===== src/rtl/fir_coeff_loader.sv =====
`default_nettype none
`timescale 1ns/1ps
// +----------------------------------------------------------------------------+
// | Module  : fir_coeff_loader                                                 |
// | Desc    : Collects a host coefficient set into a buffer, then replays it   |
// |           as one contiguous coefficient-update burst to the FIR controller.|
// |           Define COEFF_CHECKSUM_EN to require a trailing checksum word.    |
// | Rev     : 1.0  initial release                                             |
// +----------------------------------------------------------------------------+
module fir_coeff_loader #(
    parameter int MAX_COEFF = 40,
    parameter int DATA_W    = 16
) (
    input  logic              iClk12M,
    input  logic              iRsn,
    input  logic              iLoadReq,
    input  logic [5:0]        iLoadNum,
    input  logic              iCoeffValid,
    input  logic [DATA_W-1:0] iCoeffData,
    output logic              oCoeffReady,
    input  logic              iFirBusy,
    output logic              oCoeffUpdateFlag,
    output logic [5:0]        oAddrRam,
    output logic [DATA_W-1:0] oWrDtRam,
    output logic [5:0]        oNumOfCoeff,
    output logic              oBusy,
    output logic              oLoadDone,
    output logic              oLoadErr
);

    localparam logic [5:0] c_MAX_N = 6'(MAX_COEFF);

    typedef enum logic [2:0] {
        IDLE    = 3'd0,
        COLLECT = 3'd1,
`ifdef COEFF_CHECKSUM_EN
        CHECK   = 3'd2,
`endif
        WAITFIR = 3'd3,
        BURST   = 3'd4,
        GAP     = 3'd5
    } state_t;

    state_t            r_state,      w_stateNxt;
    logic [5:0]        r_wrPtr,      w_wrPtrNxt;
    logic [5:0]        r_rdPtr,      w_rdPtrNxt;
    logic [5:0]        r_loadNum,    w_loadNumNxt;
    logic              r_gapCnt,     w_gapCntNxt;
    logic              r_flag,       w_flagNxt;
    logic [5:0]        r_addr,       w_addrNxt;
    logic [DATA_W-1:0] r_wrDt,       w_wrDtNxt;
    logic [5:0]        r_numOfCoeff, w_numNxt;
    logic              r_loadDone,   w_doneNxt;
    logic              r_loadErr,    w_errNxt;
`ifdef COEFF_CHECKSUM_EN
    logic [DATA_W-1:0] r_sum,        w_sumNxt;
    logic [DATA_W-1:0] r_chkWord,    w_chkNxt;
`endif

    logic [DATA_W-1:0] r_coeffBuf [MAX_COEFF];
    logic              w_accept;
    logic              w_bufWe;
    logic [DATA_W-1:0] w_rdData;

    assign w_accept = (r_state == COLLECT) && iCoeffValid;
    // Words beyond index N-1 in COLLECT can only be the checksum word
    assign w_bufWe  = w_accept && (r_wrPtr < r_loadNum);
    assign w_rdData = r_coeffBuf[r_rdPtr];

    always_comb begin
        w_stateNxt   = r_state;
        w_wrPtrNxt   = r_wrPtr;
        w_rdPtrNxt   = r_rdPtr;
        w_loadNumNxt = r_loadNum;
        w_gapCntNxt  = r_gapCnt;
        w_flagNxt    = 1'b0;
        w_addrNxt    = '0;
        w_wrDtNxt    = '0;
        w_numNxt     = r_numOfCoeff;
        w_doneNxt    = 1'b0;
        w_errNxt     = 1'b0;
`ifdef COEFF_CHECKSUM_EN
        w_sumNxt     = r_sum;
        w_chkNxt     = r_chkWord;
`endif
        case (r_state)
            IDLE: begin
                if (iLoadReq) begin
                    if ((iLoadNum != 6'd0) && (iLoadNum <= c_MAX_N)) begin
                        w_loadNumNxt = iLoadNum;
                        w_wrPtrNxt   = '0;
                        w_rdPtrNxt   = '0;
`ifdef COEFF_CHECKSUM_EN
                        w_sumNxt     = '0;
`endif
                        w_stateNxt   = COLLECT;
                    end else begin
                        w_errNxt = 1'b1;
                    end
                end
            end
            COLLECT: begin
                if (w_bufWe) begin
                    w_wrPtrNxt = r_wrPtr + 6'd1;
`ifdef COEFF_CHECKSUM_EN
                    w_sumNxt   = r_sum + iCoeffData;
`else
                    if (r_wrPtr == (r_loadNum - 6'd1)) begin
                        w_stateNxt = WAITFIR;
                    end
`endif
                end
`ifdef COEFF_CHECKSUM_EN
                else if (w_accept) begin
                    w_chkNxt   = iCoeffData;
                    w_stateNxt = CHECK;
                end
`endif
            end
`ifdef COEFF_CHECKSUM_EN
            CHECK: begin
                if (r_sum == r_chkWord) begin
                    w_stateNxt = WAITFIR;
                end else begin
                    w_errNxt   = 1'b1;
                    w_stateNxt = IDLE;
                end
            end
`endif
            WAITFIR: begin
                if (!iFirBusy) begin
                    w_stateNxt = BURST;
                    w_flagNxt  = 1'b1;
                    w_addrNxt  = r_rdPtr;
                    w_wrDtNxt  = w_rdData;
                    w_rdPtrNxt = r_rdPtr + 6'd1;
                    w_numNxt   = r_loadNum - 6'd1;
                end
            end
            BURST: begin
                if (r_rdPtr == r_loadNum) begin
                    w_stateNxt  = GAP;
                    w_gapCntNxt = 1'b0;
                end else begin
                    w_flagNxt  = 1'b1;
                    w_addrNxt  = r_rdPtr;
                    w_wrDtNxt  = w_rdData;
                    w_rdPtrNxt = r_rdPtr + 6'd1;
                end
            end
            GAP: begin
                if (!r_gapCnt) begin
                    w_gapCntNxt = 1'b1;
                    w_doneNxt   = 1'b1;
                end else begin
                    w_stateNxt = IDLE;
                end
            end
            default: w_stateNxt = IDLE;
        endcase
    end

    always_ff @(posedge iClk12M or negedge iRsn) begin
        if (!iRsn) begin
            r_state      <= IDLE;
            r_wrPtr      <= '0;
            r_rdPtr      <= '0;
            r_loadNum    <= '0;
            r_gapCnt     <= 1'b0;
            r_flag       <= 1'b0;
            r_addr       <= '0;
            r_wrDt       <= '0;
            r_numOfCoeff <= '0;
            r_loadDone   <= 1'b0;
            r_loadErr    <= 1'b0;
`ifdef COEFF_CHECKSUM_EN
            r_sum        <= '0;
            r_chkWord    <= '0;
`endif
        end else begin
            r_state      <= w_stateNxt;
            r_wrPtr      <= w_wrPtrNxt;
            r_rdPtr      <= w_rdPtrNxt;
            r_loadNum    <= w_loadNumNxt;
            r_gapCnt     <= w_gapCntNxt;
            r_flag       <= w_flagNxt;
            r_addr       <= w_addrNxt;
            r_wrDt       <= w_wrDtNxt;
            r_numOfCoeff <= w_numNxt;
            r_loadDone   <= w_doneNxt;
            r_loadErr    <= w_errNxt;
`ifdef COEFF_CHECKSUM_EN
            r_sum        <= w_sumNxt;
            r_chkWord    <= w_chkNxt;
`endif
        end
    end

    // Buffer deliberately has no reset; only indices below N are ever replayed
    always_ff @(posedge iClk12M) begin
        if (w_bufWe) begin
            r_coeffBuf[r_wrPtr] <= iCoeffData;
        end
    end

    assign oCoeffReady      = (r_state == COLLECT);
    assign oBusy            = (r_state != IDLE);
    assign oCoeffUpdateFlag = r_flag;
    assign oAddrRam         = r_addr;
    assign oWrDtRam         = r_wrDt;
    assign oNumOfCoeff      = r_numOfCoeff;
    assign oLoadDone        = r_loadDone;
    assign oLoadErr         = r_loadErr;

endmodule
`default_nettype wire


===== config.mk =====
export PLATFORM = sky130hd
export DESIGN_NAME = fir_coeff_loader
export DESIGN_NICKNAME = d
export VERILOG_FILES = /design/src/rtl/fir_coeff_loader.sv
export SDC_FILE = /design/constraint.sdc
export NUM_CORES = 1
export LEC_CHECK = 0
export BUFFER_PORTS_ARGS = -buffer_cell sky130_fd_sc_hd__buf_2
export CORE_MARGIN = 5
export CORE_UTILIZATION = 65
export DETAILED_ROUTE_END_ITERATION = 10
export GPL_TIMING_DRIVEN = 0
export MAX_ROUTING_LAYER = met4
export PLACE_DENSITY = 0.82
export SYNTH_ARGS = -nofsm -noshare
export SYNTH_HDL_FRONTEND = slang
export SYNTH_SLANG_ARGS = --single-unit

===== constraint.sdc =====
create_clock -name iClk12M -period 5.3 [get_ports iClk12M]
set_input_delay 0 -clock iClk12M [delete_from_list [all_inputs] [get_ports iClk12M]]
set_output_delay 0 -clock iClk12M [all_outputs]
set_load 0.02 [all_outputs]

==> metrics.yaml, run 1 <==
status:
  status: "complete, no violations"
power:
  combPwrFrac_pct: 29.5
  p_per_area_mw_per_mm2: 509.9
  p_clk_share_pct: 29.2
  swShare_pct: 31.02
  switchingPower_mw: 4.905
  peakVddDrop_mv: 0.2930
  internal_power_mw: 10.91
  cellLeakagePower_nw: 10.32
  seq_power_share_pct: 41.4
  power_mw: 15.82
global_routing:
  grt_pass1_wl_um: 98500
  grt_max_degree: 54
  grt-ovfl-total: 0
  antenna_found_initial: 0
  grt_pass1_vias: 14950
  grt_use_total_pct: 30.19
final_layout:
  area_growth_pct: 13.86
  drive_above_1_share_pct: 25.30
  most-common-layout-cells: "edfxtp_1, mux4_2, mux2i_1"
  nets: 1569
  final_common_cell: "edfxtp_1"
  nFillCells: 2240
  antenna_cells: 0
sta:
  skew_ns: 0.02539
  rsz0062_at_grt: "no"
  period_needed_ns: 3.845
  final_hold_viol_count: 0
  final-setup-viol-count: 0
  finalMaxSlewViolations: 0
  hold_ws_ns: 0.03180
  final.period_utilization_pct: 72.55
  fin_tns_setup_ns: 0
  slew_headroom_pct: 11.52
  fmax_mhz: 260.1
  worstMarginPinSlew_ns: 1.294
clock_tree:
  clkTransAtPathRegs_ns: 0.06
  htree_levels: 3
  ctsResizeCount: 0
  clock-root-buffer: "clkbuf_16"
  cts_buffer_depth: 3
  tritoncts: "done"
  cts_setup_buffers: 0
  clkLatencyLatePin_ns: 0.59
  hold_buffers: 11
  cts_made_buffers: 68
  clock-sinks: 693
job:
  max-cap-violations: 0
floorplan:
  die_h_um: 214.7
  io_pins: 60
  initial_core_util_pct: 65.39
  die_area_mm2: 0.04611
  row_count: 75
  dieWidth_um: 214.7
  core_area_mm2: 0.04167
synth:
  synthArstFlopShare_pct: 7.648
  ys_types: 53
  synthFlopType: "edfxtp_1"
  synth_top_cells_by_area: "edfxtp_1, mux4_2, dfrtp_1"
  yosysSeqAreaShare_pct: 75.41
  syn-cell-area_mm2: 0.02724
  yosys_warnings: 0
  syn_inst: 1359
  syn_nets: 1395
  yosys.area.top_type: "edfxtp_1"
  synth-edff-count: 640
  synth_top_area_share_pct: 70.54
  synth_area_per_cell_um2: 20.05
  synth-seq-cells: 693
drt:
  postRouteWirelength_um: 66850
  vias: 14480
  vias_per_cell: 6.830
  wire_per_inst_um: 31.53
  route.detailed.drc: 0
  ant_nets: 0
  drt-pass1-iter-count: 8
  drt_iter0_markers: 1982
placement:
  hpwl_um: 42860
  gp_congestion: 0.9206
  port_buffers: 59
critical_path:
  crit_path_start_kind: "flop"
  max_stage_delay_ns: 0.95
  end_kind: "flop"
  crit_type: "flop to flop"
  cp.buffers_inverters: 0
  cp.arrival_ns: 4.04
  r2r_setup_slack_ns: 1.45
  path_cells: "ha_1 -> a211oi_1 -> nand4_1 -> nor2_1 -> nand3b_1 -> nor2_2"
  slowest_stage: "nor2_2"
  critical-path-top-delay-family: "simple AND/OR/NAND/NOR gates"
  cp_max_fo: 16
  cp.required_ns: 5.49
hold_path:
  hold_class: "input port to asynchronous set/reset pin"
synthesized netlist by cell type, types with 8 or more instances:
cell type / number
nand2_1: 27
buf_2: 18
mux2i_1: 97
mux4_1: 14
ha_1: 9
and2_1: 8
clkbuf_1: 18
dfrtp_1: 53
a21oi_1: 32
xor2_1: 9
o221ai_1: 20
mux4_2: 117
edfxtp_1: 640
and3_1: 12
xnor2_1: 10
buf_4: 18
o21ai_1: 10
o22ai_1: 9
a2111oi_0: 13
nor2_1: 78
nand3_1: 15
inv_1: 18
o21ai_0: 25
buf_6: 15
logic make-up after synthesis:
kind of cell	after synthesis	share of synthesized area, %
compound gates	143	3.532
xor+xnor	19	0.6108
fa+ha+maj	9	0.4133
buf+inv	94	2.439
flops	693	75.41
mux	231	14.71
simple gates	170	2.884
path summary, 6_finish.rpt:
check / to / from / depth (start not counted)
setup / recovery: r_coeffBuf[17][12] / r_wrPtr[5] / 6
hold / removal: oLoadErr / iRsn / 2
setup reg to reg: r_coeffBuf[17][12] / r_wrPtr[5] / 6
hold reg to reg: oNumOfCoeff[5] / oNumOfCoeff[5] / 2
max in group asynchronous: oWrDtRam[11] / iRsn / 2
min in group iClk12M: r_coeffBuf[21][4] / iCoeffData[4] / 1
power groups by stage:
stage / logic [mW] / registers, mW / clock network [mW]
floorplan: 2.99 / 6.64 / 0
global placement: 4.32 / 6.63 / 0
detailed placement: 4.53 / 6.65 / 0
CTS: 4.60 / 6.54 / 4.65
global route: 4.89 / 6.57 / 4.91
finish: 4.66 / 6.55 / 4.61
through the flow:
step	std cells	instance area (um^2)	worst slack, ns	util [%]
5_1_grt	2120	31020	1.247	74.45
2_1_floorplan	1359	27240	2.480	-
6_report	2120	31020	1.455	74.45
4_1_cts	2120	31010	1.526	74.44
3_3_place_gp	1957	28210	1.118	67.71
3_5_place_dp	1991	28800	1.552	69.12
metal layers:
| metal | part of all wire (%) | global-route usage (%) |
|---|---|---|
| met4 | 4.4 | 12.00 |
| met5 | 0 | - |
| met3 | 11 | 6.741 |
| met1 | 36 | 40.36 |
| met2 | 48 | 46.45 |
state kept, by name, indices dropped and copies added, names as in the netlist, 3 cells and up:
register,flops
r_coeffBuf,640
oWrDtRam,16
oAddrRam,6
oNumOfCoeff,6
r_loadNum,6
r_rdPtr,6
r_wrPtr,6
r_state,3
layout make-up:
class	count	area, um^2	area share, %
Buffer	76	596.8	1.924
Clock inverter	31	249.0	0.8027
Timing Repair Buffer	104	898.4	2.896
Tap cell	539	674.4	2.174
Multi-Input combinational cell	572	6131	19.77
Inverter	18	67.56	0.2178
Clock buffer	87	1857	5.986
Sequential cell	693	20540	66.23
No activity file was read; power rests on OpenSTA's default activity.
==> run 2, diff against run 1 <==
--- a/config.mk
+++ b/config.mk
@@ -5,13 +5,14 @@
 export SDC_FILE = /design/constraint.sdc
 export NUM_CORES = 1
 export LEC_CHECK = 0
+export ABC_AREA = 1
 export BUFFER_PORTS_ARGS = -buffer_cell sky130_fd_sc_hd__buf_2
 export CORE_MARGIN = 5
-export CORE_UTILIZATION = 65
+export CORE_UTILIZATION = 62
 export DETAILED_ROUTE_END_ITERATION = 10
 export GPL_TIMING_DRIVEN = 0
 export MAX_ROUTING_LAYER = met4
-export PLACE_DENSITY = 0.82
+export PLACE_DENSITY = 0.79
 export SYNTH_ARGS = -nofsm -noshare
 export SYNTH_HDL_FRONTEND = slang
 export SYNTH_SLANG_ARGS = --single-unit
==> constraint.sdc (replaced) <==
create_clock -name iClk12M -period 3.9 [get_ports iClk12M]
set_input_delay 0 -clock iClk12M [delete_from_list [all_inputs] [get_ports iClk12M]]
set_output_delay 0 -clock iClk12M [all_outputs]
set_load 0.02 [all_outputs]
==> metrics.yaml, run 2 <==
drt:
  wire_per_inst_um: 26.26
  vias_per_cell: 6.357
  postRouteWirelength_um: 84020
  drt-pass1-iter-count: 6
  route.detailed.drc: 0
  drt_iter0_markers: 3247
  vias: 20340
  ant_nets: 0
critical_path:
  cp_max_fo: 16
  crit_type: "flop to flop"
  cp.required_ns: 4.11
  end_kind: "flop"
  cp.arrival_ns: 3.81
  crit_path_start_kind: "flop"
sta:
  final.period_utilization_pct: 92.22
  period_needed_ns: 3.597
  skew_ns: 0.02872
  finalWorstSetupSlack_ns: 0.3033
  fin_tns_setup_ns: 0
  slew_headroom_pct: 21.70
  rsz0062_at_grt: "no"
  final_hold_viol_count: 0
  finalMaxSlewViolations: 0
  final-setup-viol-count: 0
  worstMarginPinSlew_ns: 1.175
  fmax_mhz: 278.0
synth:
  yosys-top-cells-count: "edfxtp_1, nor2_1, nand2_1, nand3_1, o21ai_0"
  synthFlopType: "edfxtp_1"
  syn_nets: 2413
  ys_types: 37
  yosys.area.top_type: "edfxtp_1"
  synth_top_cells_by_area: "edfxtp_1, nor2_1, nand2_1"
  synth_area_per_cell_um2: 11.85
  syn-cell-area_mm2: 0.02816
  yosysMostFrequentCell: "edfxtp_1"
  yosys_warnings: 0
  synth_top_area_share_pct: 68.25
  synthArstFlopShare_pct: 7.648
  yosysSeqAreaShare_pct: 72.96
  synth-seq-cells: 693
  syn_inst: 2377
  synth-edff-count: 640
clock_tree:
  clock-root-buffer: "clkbuf_16"
  clkTransAtPathRegs_ns: 0.06
  tritoncts: "done"
  htree_levels: 3
  cts_buffer_depth: 3
  cts_made_buffers: 69
  clkLatencyLatePin_ns: 0.62
  clock-sinks: 693
final_layout:
  nFillCells: 2996
  stdcell_area_mm2: 0.03194
  ff_latch_area_mm2: 0.02054
  area_growth_pct: 13.43
  drive_above_1_share_pct: 11.66
  largest_reg_flops: 640
  final_common_cell: "edfxtp_1"
  most-common-layout-cells: "edfxtp_1, nor2_1, nand2_1"
  nets: 2582
  antenna_cells: 0
  regMostFlops: "r_coeffBuf"
  multi_input_area_mm2: 0.006839
floorplan:
  core_area_mm2: 0.04519
  row_count: 78
  initial_core_util_pct: 62.31
  die_area_mm2: 0.04978
  dieWidth_um: 223.1
  die_h_um: 223.1
  io_pins: 60
global_routing:
  grt-ovfl-total: 0
  grt_pass1_wl_um: 123600
  grt_pass1_vias: 19730
  antenna_found_initial: 0
  grt_use_total_pct: 34.64
  grt_max_degree: 54
placement:
  port_buffers: 59
  place_area_mm2: 0.02969
  hpwl_um: 54700
  gp_congestion: 0.9983
  dpl_worst_slack_ns: 0.04234
power:
  cellLeakagePower_nw: 11.56
  peakVddDrop_mv: 0.4199
  p_per_area_mw_per_mm2: 583.2
hold_path:
  hold_class: "input port to flop"
job:
  max-cap-violations: 0
status:
  status: "complete, no violations"
## run 2: metal layers
layer	vias up	track usage, %	routed length, um
li1	8735	-	-
met1	9748	45.36	29720
met2	1588	52.68	38770
met3	266	8.026	11080
met4	0	15.47	4451
met5	-	-	0
## run 2: layout make-up
type                    instances  share of cell area (%)
flip-flops and latches        693                   64.33
multi-input cells            1501                   21.41
clock buffers                  90                   5.853
repair buffers                 98                   2.550
well taps                     600                   2.351
plain buffers                 139                   2.194
clock inverters                34                  0.7874
inverters                      44                  0.5250
## run 2: where the power goes
group | switching, mW | total, mW | internal [mW]
sequential | 0.124 | 8.49 | 8.37
clock | 2.78 | 6.37 | 3.59
combinational | 2.78 | 3.77 | 0.990
total | 5.68 | 18.6 | 12.9
## run 2: kinds of logic (layout without fill, tap and decap cells)
family	count (synthesis)	count (layout)	share of synthesized area, %
DFF	693	693	72.96
AOI/OAI and AO/OA	354	354	6.777
adders and majority gates	9	9	0.3999
buffers and inverters	183	405	3.084
and+or+nand+nor	1127	1127	16.38
xor gates and xnor gates	11	11	0.3911
## run 2: timing repair
action	CTS	global route
buffers inserted	0	0
hold endpoints to repair	71	0
resized for setup	0	0
hold buffers	12	0
## run 2: path summary, 6_finish.rpt
path                                     start                 end  depth (start not counted)  slack, ns
max in group asynchronous                 iRsn         oWrDtRam[3]                          2       3.02
worst min register to register  oNumOfCoeff[1]      oNumOfCoeff[1]                          2       0.50
worst max-delay path              r_loadNum[4]    r_coeffBuf[4][7]                          9       0.30
worst max register to register    r_loadNum[4]    r_coeffBuf[4][7]                          9       0.30
min in group asynchronous                 iRsn          r_state[2]                          2       0.18
worst min-delay path            iCoeffData[10]  r_coeffBuf[32][10]                          1       0.06
## run 2: worst max-delay path: stages (launching register included)
cell and delay (ns):
dfrtp_1 0.47, inv_1 0.18, ha_1 0.31, nand2_1 0.08, nor2_1 0.05, nand2_1 0.06, nand3_1 0.16, nor2_1 0.26
nand3_1 0.59, nor2_2 1.02
## run 2: stage by stage
stage	hold WS, ns	std cells	util, %	total power [mW]
after floorplan	-0.2956	2377	-	10.80
after detailed placement	0.2588	3063	65.71	12.27
final	0.06146	3199	70.68	18.63
after global placement	0.2409	3036	64.63	12.12
after CTS	0.04172	3199	70.67	18.52
after global routing	0.07520	3199	70.68	19.24
